## src/rtl/time_pkg.sv

```systemverilog
// rtl/time_pkg.sv - shared time constants, ASCII codes, reporter FSM encoding and digit helpers
package time_pkg;

  localparam int CLK_HZ_DEFAULT = 1_000_000;
  localparam logic [5:0] FIELD_MAX = 6'd59;

  localparam logic [7:0] ASC_ZERO  = 8'h30;
  localparam logic [7:0] ASC_COLON = 8'h3A;
  localparam logic [7:0] ASC_DASH  = 8'h2D;
  localparam logic [7:0] ASC_CR    = 8'h0D;
  localparam logic [7:0] ASC_LF    = 8'h0A;
  localparam int LINE_LEN = 7;

  typedef enum logic [1:0] {
    ST_IDLE,
    ST_START,
    ST_DATA,
    ST_STOP
  } txState_e;

  typedef struct packed {
    logic [3:0] tens;
    logic [3:0] ones;
  } digits_t;

  function automatic digits_t splitDigits(input logic [5:0] value);
    digits_t d;
    d.tens = 4'(value / 6'd10);
    d.ones = 4'(value % 6'd10);
    return d;
  endfunction

  // Two ASCII characters for one field; out-of-range values render as "--".
  function automatic logic [15:0] fieldChars(input logic [5:0] value);
    digits_t d;
    d = splitDigits(value);
    if (value > FIELD_MAX) begin
      return {ASC_DASH, ASC_DASH};
    end
    return {ASC_ZERO + {4'd0, d.tens}, ASC_ZERO + {4'd0, d.ones}};
  endfunction

endpackage

```

## src/rtl/time_uart_reporter_uart_tx_byte.sv

```systemverilog
// rtl/time_uart_reporter_uart_tx_byte.sv - 8N1 byte serializer with baud counter and 10-bit frame shifter
module uart_tx_byte #(
  parameter int BIT_CYCLES = 104
) (
  input  logic       InClk,
  input  logic       InReset,
  input  logic [7:0] dataByte,
  input  logic       load,
  output logic       tx,
  output logic       bitTick,
  output logic       byteDone
);

  localparam int CNT_W = $clog2(BIT_CYCLES);
  localparam logic [CNT_W-1:0] LAST_CNT = CNT_W'(BIT_CYCLES - 1);

  logic [9:0]       shiftQ;
  logic [CNT_W-1:0] bitCnt;
  logic [3:0]       bitIdx;
  logic             active;

  assign bitTick  = active && (bitCnt == LAST_CNT);
  assign byteDone = bitTick && (bitIdx == 4'd9);
  // Line level is the shifter LSB straight from a flop; the shifter idles at all ones.
  assign tx       = shiftQ[0];

  always_ff @(posedge InClk or negedge InReset) begin
    if (!InReset) begin
      shiftQ <= '1;
      bitCnt <= '0;
      bitIdx <= '0;
      active <= 1'b0;
    end else if (load) begin
      shiftQ <= {1'b1, dataByte, 1'b0};
      bitCnt <= '0;
      bitIdx <= '0;
      active <= 1'b1;
    end else if (active) begin
      if (bitTick) begin
        bitCnt <= '0;
        shiftQ <= {1'b1, shiftQ[9:1]};
        if (bitIdx == 4'd9) begin
          active <= 1'b0;
          bitIdx <= '0;
        end else begin
          bitIdx <= bitIdx + 4'd1;
        end
      end else begin
        bitCnt <= bitCnt + CNT_W'(1);
      end
    end
  end

endmodule

```

## src/rtl/time_uart_reporter.sv

```systemverilog
// rtl/time_uart_reporter.sv - sends the latched minutes:seconds as "MM:SS\r\n" over UART 8N1
module time_uart_reporter #(
  parameter int CLK_HZ     = time_pkg::CLK_HZ_DEFAULT,
  parameter int BAUD       = 9600,
  parameter int BIT_CYCLES = CLK_HZ / BAUD
) (
  input  logic       InClk,
  input  logic       InReset,
  input  logic [5:0] InMinute,
  input  logic [5:0] InSecond,
  input  logic       InStart,
  output logic       OutTx,
  output logic       OutBusy,
  output logic       OutDone
);

  import time_pkg::*;

  txState_e    stateQ, stateD;
  logic [2:0]  charIdx, nextIdx, dataCnt;
  logic [15:0] minQ, secQ, newMin, newSec;
  logic [7:0]  loadByte, nextChar;
  logic        load, bitTick, byteDone, lastChar, accept;

  assign newMin   = fieldChars(InMinute);
  assign newSec   = fieldChars(InSecond);
  assign nextIdx  = charIdx + 3'd1;
  assign lastChar = (charIdx == 3'(LINE_LEN - 1));
  assign accept   = (stateQ == ST_IDLE) && InStart;

  always_comb begin
    nextChar = ASC_LF;
    case (nextIdx)
      3'd1:    nextChar = minQ[7:0];
      3'd2:    nextChar = ASC_COLON;
      3'd3:    nextChar = secQ[15:8];
      3'd4:    nextChar = secQ[7:0];
      3'd5:    nextChar = ASC_CR;
      default: nextChar = ASC_LF;
    endcase
  end

  // The first character comes straight from the inputs so its start bit begins the cycle after acceptance.
  always_comb begin
    stateD   = stateQ;
    load     = 1'b0;
    loadByte = newMin[15:8];
    case (stateQ)
      ST_IDLE: begin
        if (InStart) begin
          load   = 1'b1;
          stateD = ST_START;
        end
      end
      ST_START: begin
        if (bitTick) stateD = ST_DATA;
      end
      ST_DATA: begin
        if (bitTick && dataCnt == 3'd7) stateD = ST_STOP;
      end
      ST_STOP: begin
        if (byteDone) begin
          if (lastChar) begin
            stateD = ST_IDLE;
          end else begin
            load     = 1'b1;
            loadByte = nextChar;
            stateD   = ST_START;
          end
        end
      end
      default: stateD = ST_IDLE;
    endcase
  end

  always_ff @(posedge InClk or negedge InReset) begin
    if (!InReset) begin
      stateQ  <= ST_IDLE;
      charIdx <= '0;
      dataCnt <= '0;
      minQ    <= '0;
      secQ    <= '0;
      OutBusy <= 1'b0;
      OutDone <= 1'b0;
    end else begin
      stateQ  <= stateD;
      OutBusy <= (stateD != ST_IDLE);
      OutDone <= (stateQ == ST_STOP) && byteDone && lastChar;
      if (accept) begin
        minQ    <= newMin;
        secQ    <= newSec;
        charIdx <= '0;
      end else if (load) begin
        charIdx <= nextIdx;
      end
      if (stateQ == ST_DATA && bitTick) begin
        dataCnt <= dataCnt + 3'd1;
      end
    end
  end

  uart_tx_byte #(
    .BIT_CYCLES(BIT_CYCLES)
  ) uTxByte (
    .InClk   (InClk),
    .InReset (InReset),
    .dataByte(loadByte),
    .load    (load),
    .tx      (OutTx),
    .bitTick (bitTick),
    .byteDone(byteDone)
  );

endmodule

```

## config.mk

```make
export PLATFORM = sky130hd
export DESIGN_NAME = time_uart_reporter
export DESIGN_NICKNAME = d
export VERILOG_FILES = /design/src/rtl/time_pkg.sv /design/src/rtl/time_uart_reporter_uart_tx_byte.sv /design/src/rtl/time_uart_reporter.sv
export SDC_FILE = /design/constraint.sdc
export NUM_CORES = 1
export LEC_CHECK = 0
export BUFFER_PORTS_ARGS = -buffer_cell sky130_fd_sc_hd__buf_2
export CAP_MARGIN = 20
export CORE_ASPECT_RATIO = 0.75
export CORE_UTILIZATION = 45
export CTS_CLUSTER_SIZE = 40
export DETAILED_ROUTE_END_ITERATION = 6
export SLEW_MARGIN = 10
export SYNTH_ARGS = -nofsm -noshare
export SYNTH_HDL_FRONTEND = slang
export SYNTH_HIERARCHICAL = 1
export SYNTH_SLANG_ARGS = --single-unit
```

## constraint.sdc

```tcl
create_clock -name InClk -period 2.55 [get_ports InClk]
set_input_delay 0.1275 -clock InClk [delete_from_list [all_inputs] [get_ports InClk]]
set_output_delay 0.1275 -clock InClk [all_outputs]
set_load 0.03 [all_outputs]
```

== Word level (Yosys, flattened, before mapping) ==
Cells that the tools add are included.
Storage, ports and cells
  register bits: 56
  input bits: 15
  output and inout port bits: 3
Operators by class
  add/subtract/negate cells: 8
  divide/modulo/power cells: 4
  order comparisons: 2
  equal/unequal tests: 12
  muxes and demuxes: 36
  reduce and logical (&&, ||, !) cells: 13
Operators by type and width (count)
  $mux W16: 4
  $pmux W8 S5: 1
  $mux W10: 3
  $add A6 B4 Y7 const A: 4
  $mux W8: 3
  $mux W7: 3
  $mux W4: 4
  $div A6 B4 Y6 const B: 2
  $eq A3 B3 Y1 const B: 4
  $gt A6 B6 Y1 const B: 2
  $mod A6 B4 Y6 const B: 2
  $mux W1: 10
  $mux W2: 4
  $pmux W2 S4: 1
  $reduce_bool A2 Y1: 4
  $add A7 B1 Y7 const B: 1
  $eq A7 B7 Y1 const B: 1
  $logic_and A1 B1 Y1: 7
  $add A3 B1 Y3 const B: 2
  $eq A3 B2 Y1 const B: 2
  $mux W3: 2
  $add A4 B1 Y4 const B: 1
  $eq A2 B2 Y1 const B: 2
  $eq A4 B4 Y1 const B: 1
  5 further kinds: 5

== Depth between registers and ports, before layout ==
  depth in word-level cells: 7
  mapped depth: 11

== By module ==
The synthesis kept the hierarchy.
Modules (own cells, without submodules)
  time_uart_reporter: times used 1, cells an instance 235, area an instance 1980.6 um^2, sequential area each 625.6 um^2
  uart_tx_byte: times used 1, cells an instance 116, area an instance 1148.6 um^2, sequential area each 536.8 um^2

== Least setup slack after synthesis ==
OpenSTA, ideal clock, no wires.
  path kind: register -> register
  start: register uTxByte.bitCnt[0]
  end: register uTxByte.shiftQ[1]
  setup time: 0.111 ns
  data arrival time: 2.622 ns
  required time: 2.439 ns
  setup slack: -0.183 ns
  stages on the path, launching flop included: 12
  path buffers: 3
  clock period less this slack: 2.733 ns
  cells stage by stage: dfrtp_1 > ha_1 > and4_1 > clkbuf_1 > nand3_1 > inv_1 > nand3_1 > a21oi_1 > clkbuf_1 > clkbuf_1 > nand2_1 > o311ai_0
On the way
  cells in the longest elaborated chain, start to end: 7
  elaborated cells on any way between the ends: 11
  those cells by class: eq/ne: 1; mux: 5; reduce/logical: 5
Ends and longest elaborated chain
  from (decl): line time_uart_reporter_uart_tx_byte.sv:18  | logic [CNT_W-1:0] bitCnt;
  from (signal assigned): line time_uart_reporter_uart_tx_byte.sv:49  | bitCnt <= bitCnt + CNT_W'(1);
  $eq A7 B7 Y1 (*): line time_uart_reporter_uart_tx_byte.sv:22  | assign bitTick = active && (bitCnt == LAST_CNT);
  $logic_and A1 B1 Y1 (*): line time_uart_reporter_uart_tx_byte.sv:22
  $logic_and A1 B1 Y1 (*): line time_uart_reporter_uart_tx_byte.sv:23  | assign byteDone = bitTick && (bitIdx == 4'd9);
  named net byteDone: line time_uart_reporter.sv:23  | logic load, bitTick, byteDone, lastChar, accept;
  $mux W1 (*): line time_uart_reporter.sv:62  | if (byteDone) begin
  $pmux W1 S2 (*): line time_uart_reporter.sv:48  | case (stateQ)
  named net load: line time_uart_reporter.sv:23
  $reduce_bool A2 Y1 (no source line)
  $reduce_and A2 Y1 (no source line)
  to (signal assigned): line time_uart_reporter_uart_tx_byte.sv:34  | shiftQ <= {1'b1, dataByte, 1'b0};
  to (signal assigned): line time_uart_reporter_uart_tx_byte.sv:41  | shiftQ <= {1'b1, shiftQ[9:1]};
  to (decl): line time_uart_reporter_uart_tx_byte.sv:17  | logic [9:0] shiftQ;
The timed path passes the listed nets; every way through them passes the cells marked *.
A chain may end at the register's enable or synchronous reset.

== Worst setup path in the final report ==
  start: register uTxByte.bitCnt[0]
  end: register OutBusy
On the way
  cells in the longest elaborated chain, start to end: 6
  elaborated cells on any way between the ends: 9
  those cells by class: eq/ne: 1; mux: 4; reduce/logical: 4
Ends and longest elaborated chain
  $eq A7 B7 Y1 (*): line time_uart_reporter_uart_tx_byte.sv:22
  $logic_and A1 B1 Y1 (*): line time_uart_reporter_uart_tx_byte.sv:22
  named net bitTick: line time_uart_reporter.sv:23
  $logic_and A1 B1 Y1, on equally long branches: line time_uart_reporter_uart_tx_byte.sv:23, time_uart_reporter.sv:59
  $mux W2, on equally long branches: line time_uart_reporter.sv:62, time_uart_reporter.sv:59
  $pmux W2 S4 (*): line time_uart_reporter.sv:48
  named net stateD[0]: line time_uart_reporter.sv:19  | txState_e stateQ, stateD;
  $reduce_bool A2 Y1 (*): line time_uart_reporter.sv:87  | OutBusy <= (stateD != ST_IDLE);
  to (signal assigned): line time_uart_reporter.sv:87
  to (decl): line time_uart_reporter.sv:13  | output logic OutBusy,
Marks and branches as above.

==> out/results.tsv <==
metric	value	unit
status	complete, no violations	
FMAX	434	MHz
routing usage on met2	29.6	%
Data required, critical path	2.75	ns
peak supply drop	268	uV
Slew Limit Headroom	36.7	%
Sw Share	22.4	%
core area	0.00651	sq mm
HPWL after DPL	4.94	mm
Switching Power	0.349	mW
clock sink count	46	
total grt overflow	0	
Final Cell Area	0.00349	sq mm
CP Capture Type	register	
Initial Util	48.1	%
Die Area	0.00730	sq mm
vias post-DR	2583	
CTS tree	yes	
mapped cell area	0.00313	sq mm
Most used DFF post-synth	dfrtp_1	
Slew @ Worst Pin	0.949	ns
first-pass GRT wire length	11.8	mm
ys async rst share	100	%
register area	0.00116	sq mm
largest net degree at the start of global routing	42	
Reg clk slew, reported paths	0.09	ns
routed length per instance	15.3	microns
Worst Path Max Fanout	11	
Logic pwr share	9.4	%
clk_skew	0.00637	ns
R2R cell count	10	
RSZ-0062 raised after global routing	no	
final hold violations	0	
row count	25	
pwr/cell area	446	mW/mm^2
Worst Path Arrival	2.51	ns
sequential share of the synthesized area	37.1	%
DIE HEIGHT	74.2	microns
gr busiest metal	met1	
flops & latches, synth	46	
Hold Path End	minQ[0]	
DRT Pass-1 Iters	4	
final wirelength	6.91	mm
root buf cell	clkbuf_8	
count leader, synth	dfrtp_1	
Hold WC Path Type	in2reg	
final std cells w/o fill	452	
Static Leak	1.52	nW
Hold Startpoint	InMinute[0]	
minimum clock period	2.30	ns
top cells by area, synth	dfrtp_1 (30%), dfstp_2 (7.6%), ha_1 (7.2%), o21ai_0 (4.0%), a21oi_1 (3.8%)	
# diodes	0	
Syn Inst Count	351	
Hold Crit Depth	2	
Horiz. Die Dim	98.3	microns
number of synthesized flops with an enable pin	0	
htree depth	2	
cts bufs inserted	5	
grt met1 use	32.0	%
Crit Path Category	reg2reg	
Syn Area/Cell	8.92	sq um
total negative slack	0	ns
overall routing resource usage	20.8	%
Synth top area share	29.6	%
Flop pwr share	47.2	%
clock tree buffer depth	2	
layout net count	403	
1st-iter DRT viols	156	
Tcrit/Tclk final	90.4	%
multi-input logic area	0.00179	sq mm
Clk network pwr share	43.4	%
antenna viol nets, final	0	
Post-route DRC	0	
GP Congestion	0.904	
R2R setup slack	0.25	ns
CP Launch Type	register	
post-layout util	53.6	%
max cap viols	0	
Cell Int Power	1.21	mW
synth warn	6	
port bufs	17	
fill count	624	
leading area contributor after synthesis	dfrtp_1	
I/O pins	18	
area grow syn2layout	11.5	%
hold_ws	0.0246	ns
vias in the first global route	2384	
Placed Cells	443	
worst reg2reg path endpoint	OutBusy	
Worst-Skew Late Latency	0.31	ns
post-synth cell types	69	
initial antenna violation count	0	
Avg Vias per Cell	5.71	
Placed Area	0.00333	sq mm
Setup Fix Bufs, Post-CTS	0	
share of layout cells above drive strength 1	17.0	%
synth cell count leaders	dfrtp_1 (37), o21ai_0 (25), a21oi_1 (24), nand2_1 (24), nor2_1 (23)	
pins over their slew limit	0	
Setup-failing EPs final	0	
GR Util met3	3.10	%
R2R Path Start	uTxByte/bitCnt[0]	
metrics by stage:
step	power, mW	setup WS (ns)
detailed placement	0.894	0.211
global placement	0.892	0.199
finish	1.56	0.246
global route	1.62	0.0552
floorplan	0.850	0.0489
CTS	1.58	0.192
cells by family after synthesis:
group	share of synthesized area [%]
buf+inv	6.32
simple gates	21.0
mux	2.48
flops	37.1
fa+ha+maj	7.20
xor+xnor	2.80
compound gates	23.0
other cells	0.120
cell usage in the layout (no fill, tap or decap), drive strengths merged, types with 3 or more instances in the layout:
cell type and instances:
dfrtp 37, buf 30, o21ai 26, nand2 24, a21oi 24, nor2 23
inv 23, ha 18, nand3 15, nor2b 12, nand2b 10, dfstp 9
a31oi 7, xnor2 6, clkbuf 6, nand4 6, nor3 5, o211ai 5
a21boi 5, a221o 5, o22ai 5, mux2i 4, nor3b 4, xor2 4
nand3b 3, and2 3, o22a 3, a211oi 3, mux2 3
state kept, by name, indices dropped and copies added (netlist names), 2 cells and up:
signal	flops
uTxByte/shiftQ	9
uTxByte/bitCnt	7
charIdx	3
uTxByte/bitIdx	4
stateQ	2
secQ	10
dataCnt	3
minQ	5
worst max-delay path, stage by stage, from the launching register on:
cell and delay [ns]:
dfrtp_1 0.41, ha_1 0.27, and4_1 0.21, buf_4 0.17, nand2_1 0.10, inv_1 0.06
and3_1 0.16, a31o_2 0.22, nor3_1 0.20, a21oi_1 0.08, or2_2 0.29
layer usage:
layer,routed length (microns),up-vias
met4,91,0
met3,228,8
met5,0,-
li1,-,1309
met2,2730,43
met1,3860,1223
area by class of cell:
cell class	instances	area share (%)
multi-input combinational	263	51.3
sequential	46	33.3
timing repair buffer	31	5.88
tap	81	2.90
inverter	23	2.47
clock buffer	6	2.37
clock inverter	2	1.72
power by group through the flow:
stage	Sequential (mW)	Clock (mW)	Combinational (mW)
3_5_place_dp	0.749	0	0.146
6_report	0.735	0.675	0.146
2_1_floorplan	0.749	0	0.101
5_1_grt	0.735	0.722	0.167
3_3_place_gp	0.749	0	0.143
4_1_cts	0.735	0.695	0.147
how the worst max path moves through the flow:
| stage | to | slack (ns) | depth (start not counted) | start |
|---|---|---|---|---|
| after floorplan | uTxByte/shiftQ[3] | 0.05 | 11 | uTxByte/bitCnt[0] |
| after global placement | uTxByte/shiftQ[4] | 0.20 | 7 | charIdx[0] |
| after detailed placement | uTxByte/shiftQ[4] | 0.21 | 7 | charIdx[0] |
| after CTS | uTxByte/shiftQ[4] | 0.19 | 7 | charIdx[0] |
| after global routing | uTxByte/shiftQ[4] | 0.06 | 9 | uTxByte/bitCnt[0] |
| final | OutBusy | 0.25 | 10 | uTxByte/bitCnt[0] |
repair_timing:
action,CTS,global route
hold endpoints to repair,27,0
setup endpoints to repair,0,1
resized for setup,0,1
hold buffers,1,0
No activity file was read; power rests on OpenSTA's default activity.
